[src/rtl/branch_resolver_if.sv]
// Execute-to-fetch branch bundle: ALU flags and branch decode in,
// PC, flush and the JM memory read port out.
interface branch_resolver_if #(
    parameter int unsigned PC_W = 32
);
    logic            in_flag_valid;
    logic            in_zero;
    logic            in_neg;
    logic            in_br_valid;
    logic [1:0]      in_br_type;
    logic [PC_W-1:0] in_target;
    logic            in_stall;
    logic            in_mem_ack;
    logic [PC_W-1:0] in_mem_data;
    logic [PC_W-1:0] out_pc;
    logic            out_flush;
    logic            out_busy;
    logic            out_mem_req;
    logic [PC_W-1:0] out_mem_addr;
    logic            out_zero_q;
    logic            out_neg_q;

    modport master (
        output in_flag_valid, in_zero, in_neg,
        output in_br_valid, in_br_type, in_target,
        output in_stall, in_mem_ack, in_mem_data,
        input  out_pc, out_flush, out_busy,
        input  out_mem_req, out_mem_addr,
        input  out_zero_q, out_neg_q
    );

    modport slave (
        input  in_flag_valid, in_zero, in_neg,
        input  in_br_valid, in_br_type, in_target,
        input  in_stall, in_mem_ack, in_mem_data,
        output out_pc, out_flush, out_busy,
        output out_mem_req, out_mem_addr,
        output out_zero_q, out_neg_q
    );
endinterface

[src/rtl/branch_resolver.sv]
// Branch resolver: flag register, PC, J/BRZ/BRN resolution and
// multi-cycle jump-to-memory over a req/ack read port.
module branch_resolver #(
    parameter int unsigned     PC_W        = 32,
    parameter int unsigned     PC_STEP     = 1,
    parameter logic [PC_W-1:0] RESET_PC    = '0,
    parameter bit              FLAG_BYPASS = 1'b1
) (
    input  logic              clk,
    input  logic              rst_n,
    branch_resolver_if.slave  bus
);
    localparam logic [1:0] BR_J  = 2'b00;
    localparam logic [1:0] BR_Z  = 2'b01;
    localparam logic [1:0] BR_N  = 2'b10;
    localparam logic [1:0] BR_JM = 2'b11;

    localparam logic [PC_W-1:0] STEP = PC_W'(PC_STEP);

    typedef enum logic {
        RUN,
        JM_WAIT
    } state_e;

    state_e          state_q, state_d;
    logic [PC_W-1:0] pc_q, pc_d;
    logic [PC_W-1:0] addr_q, addr_d;
    logic            zero_q, zero_d;
    logic            neg_q, neg_d;
    logic            flush_q, flush_d;
    logic            busy_q, busy_d;
    logic            req_q, req_d;
    logic            eff_zero;
    logic            eff_neg;
    logic            taken;

    // Bypass lets a flag-setting op and its dependent branch share a cycle
    assign eff_zero = (FLAG_BYPASS && bus.in_flag_valid) ?
                      bus.in_zero : zero_q;
    assign eff_neg  = (FLAG_BYPASS && bus.in_flag_valid) ?
                      bus.in_neg : neg_q;

    always_comb begin
        state_d = state_q;
        pc_d    = pc_q;
        addr_d  = addr_q;
        zero_d  = zero_q;
        neg_d   = neg_q;
        flush_d = 1'b0;
        busy_d  = busy_q;
        req_d   = req_q;
        taken   = 1'b0;

        if (bus.in_flag_valid) begin
            zero_d = bus.in_zero;
            neg_d  = bus.in_neg;
        end

        unique case (state_q)
            RUN: begin
                if (!bus.in_stall) begin
                    pc_d = pc_q + STEP;
                    if (bus.in_br_valid) begin
                        unique case (bus.in_br_type)
                            BR_J:  taken = 1'b1;
                            BR_Z:  taken = eff_zero;
                            BR_N:  taken = eff_neg;
                            BR_JM: begin
                                pc_d    = pc_q;
                                addr_d  = bus.in_target;
                                req_d   = 1'b1;
                                busy_d  = 1'b1;
                                state_d = JM_WAIT;
                            end
                        endcase
                        if (taken) begin
                            pc_d    = bus.in_target;
                            flush_d = 1'b1;
                        end
                    end
                end
            end
            JM_WAIT: begin
                if (bus.in_mem_ack) begin
                    pc_d    = bus.in_mem_data;
                    req_d   = 1'b0;
                    busy_d  = 1'b0;
                    flush_d = 1'b1;
                    state_d = RUN;
                end
            end
        endcase
    end

    always_ff @(posedge clk or negedge rst_n) begin
        if (!rst_n) begin
            state_q <= RUN;
            pc_q    <= RESET_PC;
            addr_q  <= '0;
            zero_q  <= 1'b0;
            neg_q   <= 1'b0;
            flush_q <= 1'b0;
            busy_q  <= 1'b0;
            req_q   <= 1'b0;
        end else begin
            state_q <= state_d;
            pc_q    <= pc_d;
            addr_q  <= addr_d;
            zero_q  <= zero_d;
            neg_q   <= neg_d;
            flush_q <= flush_d;
            busy_q  <= busy_d;
            req_q   <= req_d;
        end
    end

    assign bus.out_pc       = pc_q;
    assign bus.out_flush    = flush_q;
    assign bus.out_busy     = busy_q;
    assign bus.out_mem_req  = req_q;
    assign bus.out_mem_addr = addr_q;
    assign bus.out_zero_q   = zero_q;
    assign bus.out_neg_q    = neg_q;
endmodule
[src/flat_wrapper.sv]
// flat-port wrapper written by rule: the top's interface ports become plain ports
module branch_resolver_flat 
#(
    parameter int unsigned     PC_W        = 32,
    parameter int unsigned     PC_STEP     = 1,
    parameter logic [PC_W-1:0] RESET_PC    = '0,
    parameter bit              FLAG_BYPASS = 1'b1
)
  (clk, rst_n, bus_in_flag_valid, bus_in_zero, bus_in_neg, bus_in_br_valid, bus_in_br_type, bus_in_target, bus_in_stall, bus_in_mem_ack, bus_in_mem_data, bus_out_pc, bus_out_flush, bus_out_busy, bus_out_mem_req, bus_out_mem_addr, bus_out_zero_q, bus_out_neg_q);
  branch_resolver_if #(.PC_W(PC_W)) bus_i ();
  input  logic clk;
  input  logic rst_n;
  input wire logic [$bits(bus_i.in_flag_valid)-1:0] bus_in_flag_valid;
  input wire logic [$bits(bus_i.in_zero)-1:0] bus_in_zero;
  input wire logic [$bits(bus_i.in_neg)-1:0] bus_in_neg;
  input wire logic [$bits(bus_i.in_br_valid)-1:0] bus_in_br_valid;
  input wire logic [$bits(bus_i.in_br_type)-1:0] bus_in_br_type;
  input wire logic [$bits(bus_i.in_target)-1:0] bus_in_target;
  input wire logic [$bits(bus_i.in_stall)-1:0] bus_in_stall;
  input wire logic [$bits(bus_i.in_mem_ack)-1:0] bus_in_mem_ack;
  input wire logic [$bits(bus_i.in_mem_data)-1:0] bus_in_mem_data;
  output wire logic [$bits(bus_i.out_pc)-1:0] bus_out_pc;
  output wire logic [$bits(bus_i.out_flush)-1:0] bus_out_flush;
  output wire logic [$bits(bus_i.out_busy)-1:0] bus_out_busy;
  output wire logic [$bits(bus_i.out_mem_req)-1:0] bus_out_mem_req;
  output wire logic [$bits(bus_i.out_mem_addr)-1:0] bus_out_mem_addr;
  output wire logic [$bits(bus_i.out_zero_q)-1:0] bus_out_zero_q;
  output wire logic [$bits(bus_i.out_neg_q)-1:0] bus_out_neg_q;
  assign bus_i.in_flag_valid = bus_in_flag_valid;
  assign bus_i.in_zero = bus_in_zero;
  assign bus_i.in_neg = bus_in_neg;
  assign bus_i.in_br_valid = bus_in_br_valid;
  assign bus_i.in_br_type = bus_in_br_type;
  assign bus_i.in_target = bus_in_target;
  assign bus_i.in_stall = bus_in_stall;
  assign bus_i.in_mem_ack = bus_in_mem_ack;
  assign bus_i.in_mem_data = bus_in_mem_data;
  assign bus_out_pc = bus_i.out_pc;
  assign bus_out_flush = bus_i.out_flush;
  assign bus_out_busy = bus_i.out_busy;
  assign bus_out_mem_req = bus_i.out_mem_req;
  assign bus_out_mem_addr = bus_i.out_mem_addr;
  assign bus_out_zero_q = bus_i.out_zero_q;
  assign bus_out_neg_q = bus_i.out_neg_q;
  branch_resolver #(.PC_W(PC_W), .PC_STEP(PC_STEP), .RESET_PC(RESET_PC), .FLAG_BYPASS(FLAG_BYPASS)) u_core (.clk(clk), .rst_n(rst_n), .bus(bus_i));
endmodule
[config.mk]
export PLATFORM = sky130hd
export DESIGN_NAME = branch_resolver_flat
export DESIGN_NICKNAME = d
export VERILOG_FILES = /design/src/rtl/branch_resolver_if.sv /design/src/rtl/branch_resolver.sv /design/src/flat_wrapper.sv
export SDC_FILE = /design/constraint.sdc
export NUM_CORES = 1
export LEC_CHECK = 0
export ABC_AREA = 1
export CAP_MARGIN = 20
export CORE_MARGIN = 3
export CORE_UTILIZATION = 42
export CTS_CLUSTER_DIAMETER = 50
export CTS_CLUSTER_SIZE = 16
export DETAILED_ROUTE_END_ITERATION = 7
export PLACE_DENSITY = 0.85
export SYNTH_ARGS = -nofsm -noshare
export SYNTH_HDL_FRONTEND = slang
export SYNTH_SLANG_ARGS = --single-unit
export TNS_END_PERCENT = 5
[constraint.sdc]
create_clock -name clk -period 1.71 [get_ports clk]
set_clock_uncertainty 0.2 [all_clocks]
set_input_delay 0.2565 -clock clk [delete_from_list [all_inputs] [get_ports clk]]
set_output_delay 0.2565 -clock clk [all_outputs]
set_load 0.05 [all_outputs]
==> flow_results.xml <==
<?xml version="1.0" encoding="UTF-8"?>
<metrics>
  <group name="grt">
    <metric name="gr-usage-met1" unit="%">33.8</metric>
    <metric name="globalRouteTotalUtil" unit="%">25.9</metric>
    <metric name="global_route.peak_usage_layer" unit="">met2</metric>
    <metric name="antenna_found_initial" unit="">0</metric>
    <metric name="grt_max_degree" unit="">70</metric>
    <metric name="global_route.usage.met2" unit="%">42.2</metric>
    <metric name="grt_pass1_wl" unit="mm">23.2</metric>
    <metric name="grt_overflow_total" unit="">0</metric>
    <metric name="groute.layer.met3.usage" unit="%">6.08</metric>
    <metric name="grt_pass1_vias" unit="">4632</metric>
  </group>
  <group name="cells_and_area">
    <metric name="register_area" unit="mm²">0.00175</metric>
    <metric name="finalNetCount" unit="">881</metric>
    <metric name="flow.area_growth_from_synthesis" unit="%">71.3</metric>
    <metric name="drive_above_1_share" unit="%">29.3</metric>
    <metric name="postLayoutCoreUtil" unit="%">74.6</metric>
    <metric name="layout.filler_cells" unit="">737</metric>
    <metric name="post-route-cell-area" unit="mm²">0.00733</metric>
    <metric name="antennaDiodeCount" unit="">0</metric>
    <metric name="multiInputGateArea" unit="mm²">0.00237</metric>
  </group>
  <group name="pwr">
    <metric name="power.ir.vdd_worst" unit="V">0.000766</metric>
    <metric name="leakagePower" unit="nW">3.51</metric>
    <metric name="power_density" unit="mW/mm²">1380</metric>
    <metric name="total_power" unit="W">0.0101</metric>
  </group>
  <group name="synthesis">
    <metric name="netlist_area" unit="mm²">0.00428</metric>
    <metric name="seq_area_frac_synth" unit="%">40.4</metric>
    <metric name="synthDistinctLibCells" unit="">30</metric>
    <metric name="synthesis.nets" unit="">691</metric>
    <metric name="yosysMostFrequentCell" unit="">nand2_1</metric>
    <metric name="synthesized_area_divided_by_synthesized_cell_count" unit="µm²">6.94</metric>
    <metric name="postSynthRegisterBits" unit="">69</metric>
    <metric name="synth-warning-count" unit="">0</metric>
    <metric name="netlist_top_cells_count" unit="">nand2_1 (186), nor2_1 (86), dfrtp_1 (69), o21ai_0 (61), inv_1 (50)</metric>
    <metric name="synth_top_cell_by_area" unit="">dfrtp_1</metric>
    <metric name="synth_edf_count" unit="">0</metric>
    <metric name="dominant_cells_by_area_after_synthesis" unit="">dfrtp_1 (40%), nand2_1 (16%), nor2_1 (7.5%)</metric>
    <metric name="asyncSetResetFlopFracSynth" unit="%">100</metric>
    <metric name="synth_flop_cell" unit="">dfrtp_1</metric>
    <metric name="syn_inst" unit="">616</metric>
    <metric name="synthDominantCellAreaShare" unit="%">40.4</metric>
  </group>
  <group name="detailed_routing">
    <metric name="number_of_nets_still_failing_antenna_checks_after_routing" unit="">0</metric>
    <metric name="drc_errors" unit="">0</metric>
    <metric name="tritonroute_pass_1_iters" unit="">5</metric>
    <metric name="drt_iter0_markers" unit="">368</metric>
    <metric name="avgViaCountPerCell" unit="">5.17</metric>
    <metric name="detail_route.wl_per_cell" unit="µm">16.1</metric>
    <metric name="finalWirelength" unit="mm">15.2</metric>
    <metric name="route.vias.total" unit="">4882</metric>
  </group>
  <group name="setup_path">
    <metric name="start_kind" unit="">flip-flop</metric>
    <metric name="worstPathMaxFanout" unit="">6</metric>
    <metric name="required" unit="ns">1.80</metric>
    <metric name="worst-endpoint-arrival" unit="ns">1.83</metric>
    <metric name="timing_worst_setup_path_type" unit="">flip-flop to flip-flop</metric>
    <metric name="r2r_cells" unit="">9</metric>
    <metric name="worst_setup_path_end_kind" unit="">flip-flop</metric>
  </group>
  <group name="place">
    <metric name="place.gp.congestion" unit="">0.925</metric>
    <metric name="hpwlAfterDp" unit="mm">11.4</metric>
    <metric name="port-buffer-count" unit="">142</metric>
    <metric name="post_dp_cell_area" unit="mm²">0.00692</metric>
  </group>
  <group name="sta">
    <metric name="fin_tns_setup" unit="ns">-0.0709</metric>
    <metric name="slew_headroom" unit="%">73.8</metric>
    <metric name="final.min_clock_period" unit="ns">1.74</metric>
    <metric name="worst_slack" unit="ns">-0.0301</metric>
    <metric name="hold_viol" unit="">0</metric>
    <metric name="share_of_the_cycle_needed_by_the_critical_path_after_routing" unit="%">102</metric>
    <metric name="final_max_slew_viol_count" unit="">0</metric>
    <metric name="timing.hold.ws" unit="ns">0.149</metric>
    <metric name="timing.final.setup_violations" unit="">6</metric>
    <metric name="achievable-frequency" unit="GHz">0.575</metric>
    <metric name="max_slew.worst_pin.slew" unit="ns">0.393</metric>
    <metric name="rsz0062_at_grt" unit="">yes</metric>
  </group>
  <group name="min_path">
    <metric name="hp-class" unit="">input pin to flip-flop</metric>
    <metric name="timing.hold.worst_path_depth" unit="">3</metric>
  </group>
  <group name="flow_run">
    <metric name="cap_viol_max_count" unit="">0</metric>
  </group>
  <group name="clocking">
    <metric name="h-tree-depth" unit="">3</metric>
    <metric name="numCtsBuffers" unit="">9</metric>
    <metric name="cts_tree" unit="">built</metric>
    <metric name="clkTransAtPathRegs" unit="ns">0.08</metric>
    <metric name="max-clock-path-buffers" unit="">2</metric>
    <metric name="numClockSinks" unit="">69</metric>
    <metric name="cts-root-buf" unit="">clkbuf_8</metric>
    <metric name="clkLatencyLatePin" unit="ns">0.36</metric>
  </group>
  <group name="floorplan">
    <metric name="floorplan.initialDensity" unit="%">43.6</metric>
    <metric name="placeableCoreArea" unit="mm²">0.00982</metric>
    <metric name="die_width" unit="µm">107</metric>
    <metric name="dieArea" unit="mm²">0.0114</metric>
    <metric name="ioPinCount" unit="">143</metric>
    <metric name="floorplan.die.height" unit="µm">107</metric>
    <metric name="floorplan.rows" unit="">36</metric>
  </group>
  <group name="status">
    <metric name="failed_checks" unit="">negative setup slack</metric>
    <metric name="status" unit="">finished, violations left</metric>
  </group>
</metrics>
## worst max-delay path, cell delays in order (launching register included)
cell	delay (ns)
dfrtp_2	0.42
ha_4	0.16
nand2_2	0.07
nor2_4	0.17
nand3_4	0.15
nor2_4	0.16
nand3_1	0.08
nand3_1	0.08
nand2_1	0.06
a21oi_1	0.12
## path summary, 6_finish.rpt
check	startpoint	end	slack, ns
hold / removal	bus_in_flag_valid	u_core.bus.out_zero_q	0.15
setup reg to reg	u_core.bus.out_pc[1]	u_core.bus.out_pc[24]	-0.03
setup / recovery	u_core.bus.out_pc[1]	u_core.bus.out_pc[24]	-0.03
max in group asynchronous	rst_n	u_core.bus.out_pc[12]	0.72
hold reg to reg	u_core.bus.out_mem_addr[2]	u_core.bus.out_mem_addr[2]	0.32
min in group asynchronous	rst_n	u_core.bus.out_pc[25]	0.24
## placed cells by master (no fill, tap or decap), types with 2 or more instances in the layout
cell type / n
nand2_1: 175
nor2_1: 73
buf_12: 73
clkdlybuf4s50_1: 71
buf_4: 56
o21ai_0: 53
inv_1: 49
dfrtp_1: 49
a21oi_1: 36
nand3_1: 26
dfrtp_2: 20
nor2_2: 16
nand2_2: 13
o21ai_1: 12
clkbuf_8: 10
nor2_4: 9
nand3b_1: 8
xor2_1: 7
a21oi_2: 7
o21ai_2: 6
mux2_2: 6
inv_2: 4
mux2_4: 4
nand2_4: 3
nor3_1: 3
nand4_1: 3
clkbuf_1: 2
clkinvlp_4: 2
clkinv_2: 2
## kinds of logic (layout without fill, tap and decap cells)
kind of cell / Yosys count / after routing / share of synthesized area [%]
AOI/OAI and AO/OA: 116 / 116 / 13.8
xor gates and xnor gates: 7 / 7 / 1.43
adders and majority gates: 1 / 1 / 0.292
buffers and inverters: 80 / 275 / 8.36
DFF: 69 / 69 / 40.4
muxes: 10 / 10 / 2.98
and+or+nand+nor: 333 / 333 / 32.8
## sequential cells by signal (all words and copies together) (netlist names)
| register | count |
|---|---|
| u_core.bus.out_pc | 32 |
| u_core.bus.out_neg_q | 1 |
| u_core.bus.out_mem_addr | 32 |
| u_core.bus.out_zero_q | 1 |
| u_core.state_q | 1 |
| u_core.bus.out_busy | 1 |
| u_core.bus.out_flush | 1 |
## where the power goes
group          switching (W)  internal (W)
Sequential          0.000556       0.00211
Combinational        0.00335       0.00287
Clock               0.000675      0.000563
Total                0.00459       0.00554
## metal layers
metal	share of wire, %	vias to the layer above	wire length [µm]
met5	0	-	0
met4	1.4	0	216
met3	7.5	19	1140
met2	49	223	7430
met1	42	2296	6390
li1	-	2344	-
## repair_timing
item                                    in CTS  in global routing
setup buffers                                0                  2
endpoints found under the hold margin       69                  0
hold buffers                                 1                  0
pin swaps                                    0                  7
endpoints found under the setup margin      14                 41
gates resized for setup                     10                 54
cloned                                       0                  1
## through the flow
step | worst slack [ns] | std cells
final | -0.0301 | 944
after global routing | -0.114 | 944
after CTS | -0.0376 | 941
after detailed placement | -0.443 | 924
after global placement | -0.347 | 924
after floorplan | -0.0558 | 616
## cell type report
type / instances / area share, %
clock buffer: 12 / 1.98
sequential: 69 / 23.9
multi-input combinational: 467 / 32.4
inverter: 54 / 2.77
clock inverter: 4 / 0.342
tap: 133 / 2.27
timing repair buffer: 205 / 36.3
Note: power is estimated with default switching activity, not from simulation.
